<file path="config.mk">
export PLATFORM = sky130hd
export DESIGN_NAME = hazard_ctrl
export DESIGN_NICKNAME = d
export VERILOG_FILES = /design/src/rtl/hazard_pkg.sv /design/src/rtl/hazard_fwd_sel.sv /design/src/rtl/hazard_ctrl.sv
export SDC_FILE = /design/constraint.sdc
export NUM_CORES = 1
export LEC_CHECK = 0
export ABC_AREA = 1
export BUFFER_PORTS_ARGS = -buffer_cell sky130_fd_sc_hd__clkbuf_2
export CAP_MARGIN = 20
export CORE_MARGIN = 4
export CORE_UTILIZATION = 51
export CTS_CLUSTER_SIZE = 14
export DETAILED_ROUTE_END_ITERATION = 12
export PLACE_DENSITY = 0.86
export SLEW_MARGIN = 20
export SYNTH_ARGS = -nofsm -noshare
export SYNTH_HDL_FRONTEND = slang
export SYNTH_SLANG_ARGS = --single-unit
</file>
<file path="constraint.sdc">
create_clock -name clk_i -period 2.55 [get_ports clk_i]
set_input_delay 0.1275 -clock clk_i [delete_from_list [all_inputs] [get_ports clk_i]]
set_output_delay 0.1275 -clock clk_i [all_outputs]
set_load 0.05 [all_outputs]
</file>
<file path="src/rtl/hazard_pkg.sv">
// hazard_pkg: shared types, forward encodings and the register-hit helper for hazard_ctrl.
package hazard_pkg;
   localparam logic [1:0] FWD_RF  = 2'b00;
   localparam logic [1:0] FWD_WB  = 2'b01;
   localparam logic [1:0] FWD_MEM = 2'b10;
   localparam logic [4:0] REG_X0  = 5'd0;

   typedef struct packed {
      logic       valid;
      logic [4:0] rd;
      logic [4:0] rs1;
      logic [4:0] rs2;
      logic       regwrite;
      logic       memread;
   } slot_t;

   function automatic logic hits(logic v, logic w, logic [4:0] rd, logic [4:0] r);
      return v && w && rd != REG_X0 && rd == r;
   endfunction
endpackage

</file>
<file path="src/rtl/hazard_fwd_sel.sv">
// hazard_fwd_sel: picks the E-stage operand source for one register from the M and W shadow slots.
module hazard_fwd_sel
   import hazard_pkg::*;
(
   input  logic       en_i,
   input  logic [4:0] src_i,
   input  logic       m_valid_i,
   input  logic [4:0] m_rd_i,
   input  logic       m_regwrite_i,
   input  logic       m_memread_i,
   input  logic       w_valid_i,
   input  logic [4:0] w_rd_i,
   input  logic       w_regwrite_i,
   output logic [1:0] sel_o
);
   logic m_hit, w_hit;
   always_comb begin
      m_hit = hits(m_valid_i, m_regwrite_i, m_rd_i, src_i) && !m_memread_i;
      w_hit = hits(w_valid_i, w_regwrite_i, w_rd_i, src_i);
      sel_o = !en_i ? FWD_RF : m_hit ? FWD_MEM : w_hit ? FWD_WB : FWD_RF;
   end
endmodule

</file>
<file path="src/rtl/hazard_ctrl.sv">
// hazard_ctrl: stall/flush/forward control for the 5-stage core, driven by shadow copies of E, M, W.
module hazard_ctrl
   import hazard_pkg::*;
#(
   parameter int CNT_W = 32
) (
   input  logic             clk_i,
   input  logic             rst_i,
   input  logic             valid_d_i,
   input  logic [4:0]       rs1_d_i,
   input  logic [4:0]       rs2_d_i,
   input  logic [4:0]       rd_d_i,
   input  logic             regwrite_d_i,
   input  logic             memread_d_i,
   input  logic             branch_taken_e_i,
   input  logic             mem_ready_i,
   output logic             stall_f_o,
   output logic             stall_d_o,
   output logic             flush_d_o,
   output logic             flush_e_o,
   output logic [1:0]       fwd_a_e_o,
   output logic [1:0]       fwd_b_e_o,
   output logic             fwd_a_d_o,
   output logic             fwd_b_d_o,
   output logic [CNT_W-1:0] stall_cnt_o,
   output logic [CNT_W-1:0] flush_cnt_o
);
   slot_t            e_q, e_d;
   logic             m_valid_q, m_valid_d, m_regwrite_q, m_regwrite_d, m_memread_q, m_memread_d;
   logic [4:0]       m_rd_q, m_rd_d, w_rd_q, w_rd_d;
   logic             w_valid_q, w_valid_d, w_regwrite_q, w_regwrite_d;
   logic [CNT_W-1:0] stall_cnt_q, flush_cnt_q;
   logic             freeze, load_use, bubble;

   always_comb begin
      freeze    = !mem_ready_i;
      load_use  = valid_d_i && e_q.memread &&
                  (hits(e_q.valid, e_q.regwrite, e_q.rd, rs1_d_i) ||
                   hits(e_q.valid, e_q.regwrite, e_q.rd, rs2_d_i));
      bubble    = branch_taken_e_i || load_use;
      // freeze outranks branch, branch outranks load-use
      stall_f_o = freeze || (!branch_taken_e_i && load_use);
      stall_d_o = stall_f_o;
      flush_d_o = !freeze && branch_taken_e_i;
      flush_e_o = !freeze && bubble;
      fwd_a_d_o = hits(w_valid_q, w_regwrite_q, w_rd_q, rs1_d_i);
      fwd_b_d_o = hits(w_valid_q, w_regwrite_q, w_rd_q, rs2_d_i);
      e_d = freeze ? e_q : bubble ? slot_t'('0) :
            slot_t'{valid: valid_d_i, rd: rd_d_i, rs1: rs1_d_i, rs2: rs2_d_i,
                    regwrite: regwrite_d_i, memread: memread_d_i};
      m_valid_d    = freeze ? m_valid_q    : e_q.valid;
      m_rd_d       = freeze ? m_rd_q       : e_q.rd;
      m_regwrite_d = freeze ? m_regwrite_q : e_q.regwrite;
      m_memread_d  = freeze ? m_memread_q  : e_q.memread;
      w_valid_d    = freeze ? w_valid_q    : m_valid_q;
      w_rd_d       = freeze ? w_rd_q       : m_rd_q;
      w_regwrite_d = freeze ? w_regwrite_q : m_regwrite_q;
   end

   always_ff @(posedge clk_i or posedge rst_i) begin
      if (rst_i) begin
         e_q          <= '0;
         m_valid_q    <= 1'b0;
         m_rd_q       <= '0;
         m_regwrite_q <= 1'b0;
         m_memread_q  <= 1'b0;
         w_valid_q    <= 1'b0;
         w_rd_q       <= '0;
         w_regwrite_q <= 1'b0;
         stall_cnt_q  <= '0;
         flush_cnt_q  <= '0;
      end else begin
         e_q          <= e_d;
         m_valid_q    <= m_valid_d;
         m_rd_q       <= m_rd_d;
         m_regwrite_q <= m_regwrite_d;
         m_memread_q  <= m_memread_d;
         w_valid_q    <= w_valid_d;
         w_rd_q       <= w_rd_d;
         w_regwrite_q <= w_regwrite_d;
         stall_cnt_q  <= stall_cnt_q + CNT_W'(stall_f_o);
         flush_cnt_q  <= flush_cnt_q + CNT_W'(flush_d_o);
      end
   end

   assign stall_cnt_o = stall_cnt_q;
   assign flush_cnt_o = flush_cnt_q;

   hazard_fwd_sel u_fwd_a (
      .en_i(e_q.valid), .src_i(e_q.rs1),
      .m_valid_i(m_valid_q), .m_rd_i(m_rd_q), .m_regwrite_i(m_regwrite_q), .m_memread_i(m_memread_q),
      .w_valid_i(w_valid_q), .w_rd_i(w_rd_q), .w_regwrite_i(w_regwrite_q),
      .sel_o(fwd_a_e_o)
   );

   hazard_fwd_sel u_fwd_b (
      .en_i(e_q.valid), .src_i(e_q.rs2),
      .m_valid_i(m_valid_q), .m_rd_i(m_rd_q), .m_regwrite_i(m_regwrite_q), .m_memread_i(m_memread_q),
      .w_valid_i(w_valid_q), .w_rd_i(w_rd_q), .w_regwrite_i(w_regwrite_q),
      .sel_o(fwd_b_e_o)
   );
endmodule

</file>
After elaboration in Yosys (flattened, before gate mapping)
Cells that the tools add are included.

storage, ports and cells
  flip-flop bits (word level) = 97
  bits of input ports = 22
  output and inout port bits = 74
  word-level logic and storage cells = 62

operators by class
  add/sub/neg operators = 2
  equality and inequality tests = 8
  multiplexer cells = 7
  reduce and logical (&&, ||, !) cells = 30

operators by type and width
  kind                                      number
  32-bit by 1-bit adder with 32-bit output  2
  5-bit equality test                       8
  1-bit logical AND                         21
  18-bit two-way mux                        1
  5-bit nonzero test                        3
  2-bit two-way mux                         4
  1-bit zero test                           3
  1-bit logical OR                          3
  1-bit two-way mux                         2

Longest topological paths before layout
  word-level depth = 8
  mapped depth = 18
  depth with buffers taken out = 18

Hierarchy
A second synthesis with hierarchy kept.

unflattened totals
  cells, all modules = 740
  area, all modules = 5530.3 sq um

by module, submodules not included
  module          times used  cells an instance  area each (sq um)
  hazard_ctrl     1           606                4982.3
  hazard_fwd_sel  2           67                 274.0

Worst setup path after synthesis
OpenSTA, ideal clock, no wires.

  kind = reg-to-reg
  from = register e_q[13] (netlist name)
  to = register stall_cnt_q[30], in the netlist stall_cnt_o[30]
  library setup time = 0.119 ns
  arrival time = 3.419 ns
  setup slack = -0.988 ns
  cell stages (with the launch flop) = 17
  period minus slack after synthesis = 3.538 ns
  cells stage by stage = dfrtp_1 inv_1 nand2_1 nand2_1 nor2_1 nand3_1 nand2_1 nand2_2 o21ai_0 ha_1 ha_1 nand3_2 nor2_4 nand3_4 nor3_4 nand3_1 and2_1

on the way
  longest elaborated chain between the ends = 8
  elaborated cells between the ends (all ways) = 11

ends and longest elaborated chain
  what                                          RTL line           source
  from (decl)                                   hazard_ctrl.sv:28  slot_t e_q, e_d;
  from (signal assigned)                        hazard_ctrl.sv:62  e_q <= '0;
  from (signal assigned)                        hazard_ctrl.sv:73  e_q <= e_d;
  5-bit nonzero test                            hazard_pkg.sv:18   return v && w && rd != REG_X0 && rd == r;
  1-bit logical AND (2 in a row)                hazard_pkg.sv:18
  1-bit logical OR (*)                          hazard_ctrl.sv:38  (hits(e_q.valid, e_q.regwrite, e_q.rd, rs1_d_i) ||
  1-bit logical AND (*)                         hazard_ctrl.sv:37  load_use = valid_d_i && e_q.memread &&
  1-bit logical AND (*)                         hazard_ctrl.sv:42  stall_f_o = freeze || (!branch_taken_e_i && load_use);
  1-bit logical OR (*)                          hazard_ctrl.sv:42
  named net stall_d_o                           hazard_ctrl.sv:18  output logic stall_d_o,
  32-bit by 1-bit adder with 32-bit output (*)  hazard_ctrl.sv:81  stall_cnt_q <= stall_cnt_q + CNT_W'(stall_f_o);
  to (signal assigned)                          hazard_ctrl.sv:81
  to (decl)                                     hazard_ctrl.sv:32  logic [CNT_W-1:0] stall_cnt_q, flush_cnt_q;

Mark *: on every way through the listed nets, which the timed path passes. The rest lies on a longest branch.
A chain may end at the register's enable or synchronous reset.

Worst setup path after layout
  from = register e_q[14] (netlist name)
  to = register stall_cnt_q[30], in the netlist stall_cnt_o[30]

on the way
  longest elaborated chain between the ends = 8
  elaborated cells between the ends (all ways) = 11

ends and longest elaborated chain
  what                                          RTL line
  5-bit nonzero test                            hazard_pkg.sv:18
  1-bit logical AND (2 in a row)                hazard_pkg.sv:18
  1-bit logical OR (*)                          hazard_ctrl.sv:38
  1-bit logical AND (*)                         hazard_ctrl.sv:37
  1-bit logical AND (*)                         hazard_ctrl.sv:42
  1-bit logical OR (*)                          hazard_ctrl.sv:42
  32-bit by 1-bit adder with 32-bit output (*)  hazard_ctrl.sv:81

Mark *: on every way between the ends. The rest lies on a longest branch, timed or not.

==> metrics.log <==
[metrics] outcome: completed
[metrics] fraction of registers with async set/reset: 100%
[metrics] Min Clock Period, post-route: around 2.5 ns
[metrics] Reg2Reg Capture Point: stall_cnt_o[30]
[metrics] area of the die: ~12000 sq um
[metrics] ANT cells: 0
[metrics] WL per Instance: ~15 microns
[metrics] Final Max Slew Viols: 0
[metrics] actual transition at the worst max-transition pin: about 0.5 ns
[metrics] commonest register cell after synthesis: sky130_fd_sc_hd__dfrtp_1
[metrics] CP Data Arrival Time: 2.75 ns
[metrics] total DRC errors in the routed layout: 0
[metrics] number of levels the H-tree was split into: 3
[metrics] mean instance size in the synthesized netlist: 8.38 sq um
[metrics] kind of start point of the critical path: flip-flop
[metrics] global-route usage over all layers: between 20 and 25%
[metrics] sequential area share after synthesis: a little under half
[metrics] detailed-router iteration count before antenna repair: 5
[metrics] net count of the mapped netlist: between 600 and 700
[metrics] portion of synthesized cell area occupied by the leading cell type: between 40% and 50%
[metrics] cell count after placement: roughly 840
[metrics] upper clock frequency limit: 400 MHz
[metrics] post-synthesis cell type count: 29
[metrics] number of synthesized flops with an enable pin: 0
[metrics] grt ovf: 0
[metrics] wire length of the first global-routing pass: 21.1 mm
[metrics] Worst Path Required: about 2.8 ns
[metrics] Lkg Pwr: 3.08 nW
[metrics] maximum number of pins on one net before global-route repair: 98
[metrics] clock-pin transition on the worst setup and hold timing paths: approximately 0.080 ns
[metrics] relative area change from synthesis to final layout: 17.5%
[metrics] top post-synthesis cells by count: 152 x sky130_fd_sc_hd__nand2_1, 97 x sky130_fd_sc_hd__dfrtp_1, 66 x sky130_fd_sc_hd__inv_1
[metrics] summed instance area of the synthesized netlist: 5180 sq um
[metrics] Worst path most repeated cell: sky130_fd_sc_hd__nand2_1
[metrics] biggest area consumer among synthesized cells: sky130_fd_sc_hd__dfrtp_1
[metrics] worst clock skew on the final layout: around 0.018 ns
[metrics] Worst R2R Path Depth: 16
[metrics] vertical die dimension: between 100 and 150 microns
[metrics] Max Root-Sink Buffers: 2
[metrics] Final setup violation count: 0
[metrics] worst-case vdd ir drop: slightly below 0.7 mV
[metrics] ratio of final minimum period to clock period: a little over nine tenths
[metrics] FF+latch count, synth: between 90 and 100
[metrics] count of mapped cells out of synthesis: a little over 600
[metrics] Hold Path Stages: 3
[metrics] Warnings, synthesis: 0
[metrics] delay of the slowest cell on the worst path: 0.42 ns
[metrics] number of violations of the max-capacitance limit: 0
[metrics] Placeable Area: 9820 sq um
[metrics] Hold Path Sink: e_q[1]
[metrics] slew margin rel.: 66.5%
[metrics] die outline width: 109 microns
[metrics] classification of the worst-slack hold path: input port to flip-flop
[metrics] vias in the first global route: approximately 4500
[metrics] Avg Vias per Cell: 5.23
[metrics] Routed Wire Length: approximately 13 mm
[metrics] top-level I/O count: between 90 and 100
[metrics] TritonCTS clock tree: yes
[metrics] Clock Root Buffer: sky130_fd_sc_hd__clkbuf_8
[metrics] final-stage net count: around 750
[metrics] total power per unit cell area: approximately 600 nW/um^2
[metrics] Max stage delay cell, worst path: sky130_fd_sc_hd__dfrtp_1
[metrics] most area-consuming cells after synthesis: sky130_fd_sc_hd__dfrtp_1 47%, sky130_fd_sc_hd__nand2_1 11%, sky130_fd_sc_hd__xnor2_1 6.3%
[metrics] post-detail-place hpwl: 9.50 mm
[metrics] type of the worst setup path: flip-flop to flip-flop
[metrics] total via count in the routed design: 4515
[metrics] final weighted congestion in routability-driven placement: between 0.9 and 1
[metrics] total design power: about 0.0037 W
[metrics] clock buffers created by TritonCTS: 9
[metrics] sum of negative setup slack: 0 ns
[metrics] clock latency reported for the late side of the worst-skew pair: 0.36 ns
[metrics] Min-Delay Startpoint: regwrite_d_i
[metrics] number of cells in the finished layout apart from fillers: between 800 and 900
[metrics] library cell with the highest instance count after synthesis: sky130_fd_sc_hd__nand2_1
[metrics] number of routed nets with antenna violations: 0
[metrics] cell chain of the critical path: inv_2, nand2_1, nand2_1, nor2_1, nand3_1, nand2_1, nand2_2, o21ai_4, ha_4, ha_4, nand3_4, nor2_4, nand3_4, nor3_4, nand3_1, and2_1
[metrics] ratio of cells with drive above 1 in the final layout: roughly a fifth
[metrics] antenna violations before repair: 0
[metrics] buffers added on ports: 95
[metrics] launch instance of the worst register-to-register path: e_q[14]
[metrics] count of final hold-check violations: 0
[metrics] highest fanout seen on the critical path: 4
[metrics] effective utilization at floorplan: ~53%
[metrics] R2R setup slack: 0.05 ns
[metrics] number of sinks handled by clock tree synthesis: 97
[metrics] floorplan row count: 36
[metrics] Core Util, Final: between 60% and 70%
[metrics] drt first-iter violations: 147
[metrics] kind of capture point of the worst setup path: flip-flop
-- worst max-delay path by stage --
stage	startpoint	to	slack [ns]	depth (start not counted)
after global placement	e_q[13]	stall_cnt_o[30]	0.14	16
after detailed placement	e_q[12]	stall_cnt_o[30]	-0.03	16
final	e_q[14]	stall_cnt_o[30]	0.05	16
after CTS	e_q[13]	stall_cnt_o[30]	0.02	16
after floorplan	e_q[13]	stall_cnt_o[30]	-0.03	16
after global routing	e_q[14]	stall_cnt_o[30]	-0.05	16
-- per-layer routing --
metal	track usage [%]	vias to the layer above	part of all wire, %
li1	-	2187	-
met1	29.8	2134	43
met2	36.2	162	48
met3	4.56	32	6.8
met4	9.38	0	2.8
met5	0	-	0
-- cell families after synthesis --
| kind of cell | Yosys count | share of synthesized area, % |
|---|---|---|
| DFF | 97 | 46.8 |
| buffers and inverters | 80 | 6.01 |
| AOI/OAI and AO/OA | 50 | 4.88 |
| xor gates and xnor gates | 74 | 12.5 |
| adders and majority gates | 4 | 0.966 |
| muxes | 1 | 0.193 |
| and+or+nand+nor | 312 | 28.6 |
-- state kept, by name (all words and copies together), names as in the netlist --
| name | cells |
|---|---|
| w_valid_q | 1 |
| e_q | 18 |
| m_rd_q | 5 |
| w_rd_q | 5 |
| m_valid_q | 1 |
| flush_cnt_o | 32 |
| stall_cnt_o | 32 |
| w_regwrite_q | 1 |
| m_regwrite_q | 1 |
| m_memread_q | 1 |
-- power breakdown --
group	switching, W	internal (W)	leakage [nW]
clock	0.000491	0.000346	0.0733
sequential	0.000197	0.00168	1.29
combinational	0.000677	0.000276	1.72
total	0.00136	0.00230	3.08
-- metrics by stage --
stage / instance area, sq um / setup WS [ns] / hold WS (ns)
finish: 6090 / 0.0471 / 0.0359
global route: 6090 / -0.0507 / 0.0473
CTS: 6000 / 0.0176 / 0.0146
detailed placement: 5810 / -0.0340 / 0.309
global placement: 5810 / 0.144 / 0.298
floorplan: 5200 / -0.0264 / 0.282
-- placed cells by master (no fill, tap or decap), drive strengths merged --
| cell type | netlist | final |
|---|---|---|
| xor2 | 37 | 37 |
| o21bai | 1 | 1 |
| nand3b | 2 | 2 |
| o21ai | 24 | 24 |
| dlygate4sd3 | 0 | 1 |
| clkinvlp | 0 | 1 |
| nand4 | 20 | 20 |
| nor3 | 25 | 25 |
| nor4 | 4 | 4 |
| and2 | 1 | 1 |
| nand2 | 157 | 157 |
| mux2i | 1 | 1 |
| ha | 4 | 4 |
| nor2 | 65 | 65 |
| buf | 2 | 15 |
| xnor2 | 37 | 37 |
| clkinv | 0 | 1 |
| nor3b | 1 | 1 |
| nand3 | 37 | 37 |
| a21oi | 25 | 25 |
| dfrtp | 97 | 97 |
| inv | 67 | 66 |
| clkbuf | 11 | 108 |
-- timing repair --
item	CTS	global route
pin swaps	1	9
cloned	0	0
setup buffers	3	9
hold buffers	1	0
setup endpoints to repair	1	10
endpoints found under the hold margin	97	0
resized for setup	3	5
-- final cells by class --
class / count / area (sq um)
Fill cell: 871 / 3730
Tap cell: 133 / 166
Clock inverter: 1 / 5.00
Clock buffer: 13 / 139
Multi-Input combinational cell: 441 / 2490
Timing Repair Buffer: 111 / 611
Inverter: 67 / 255
Sequential cell: 97 / 2430
-- critical path: cells and delay by family, from the launching register on --
kind | cells | cell delay, ns
and+or+nand+nor | 12 | 1.39
DFF | 1 | 0.42
adders and majority gates | 2 | 0.33
AOI/OAI and AO/OA | 1 | 0.20
buffers and inverters | 1 | 0.07
Note: power is estimated with default switching activity, not from simulation.
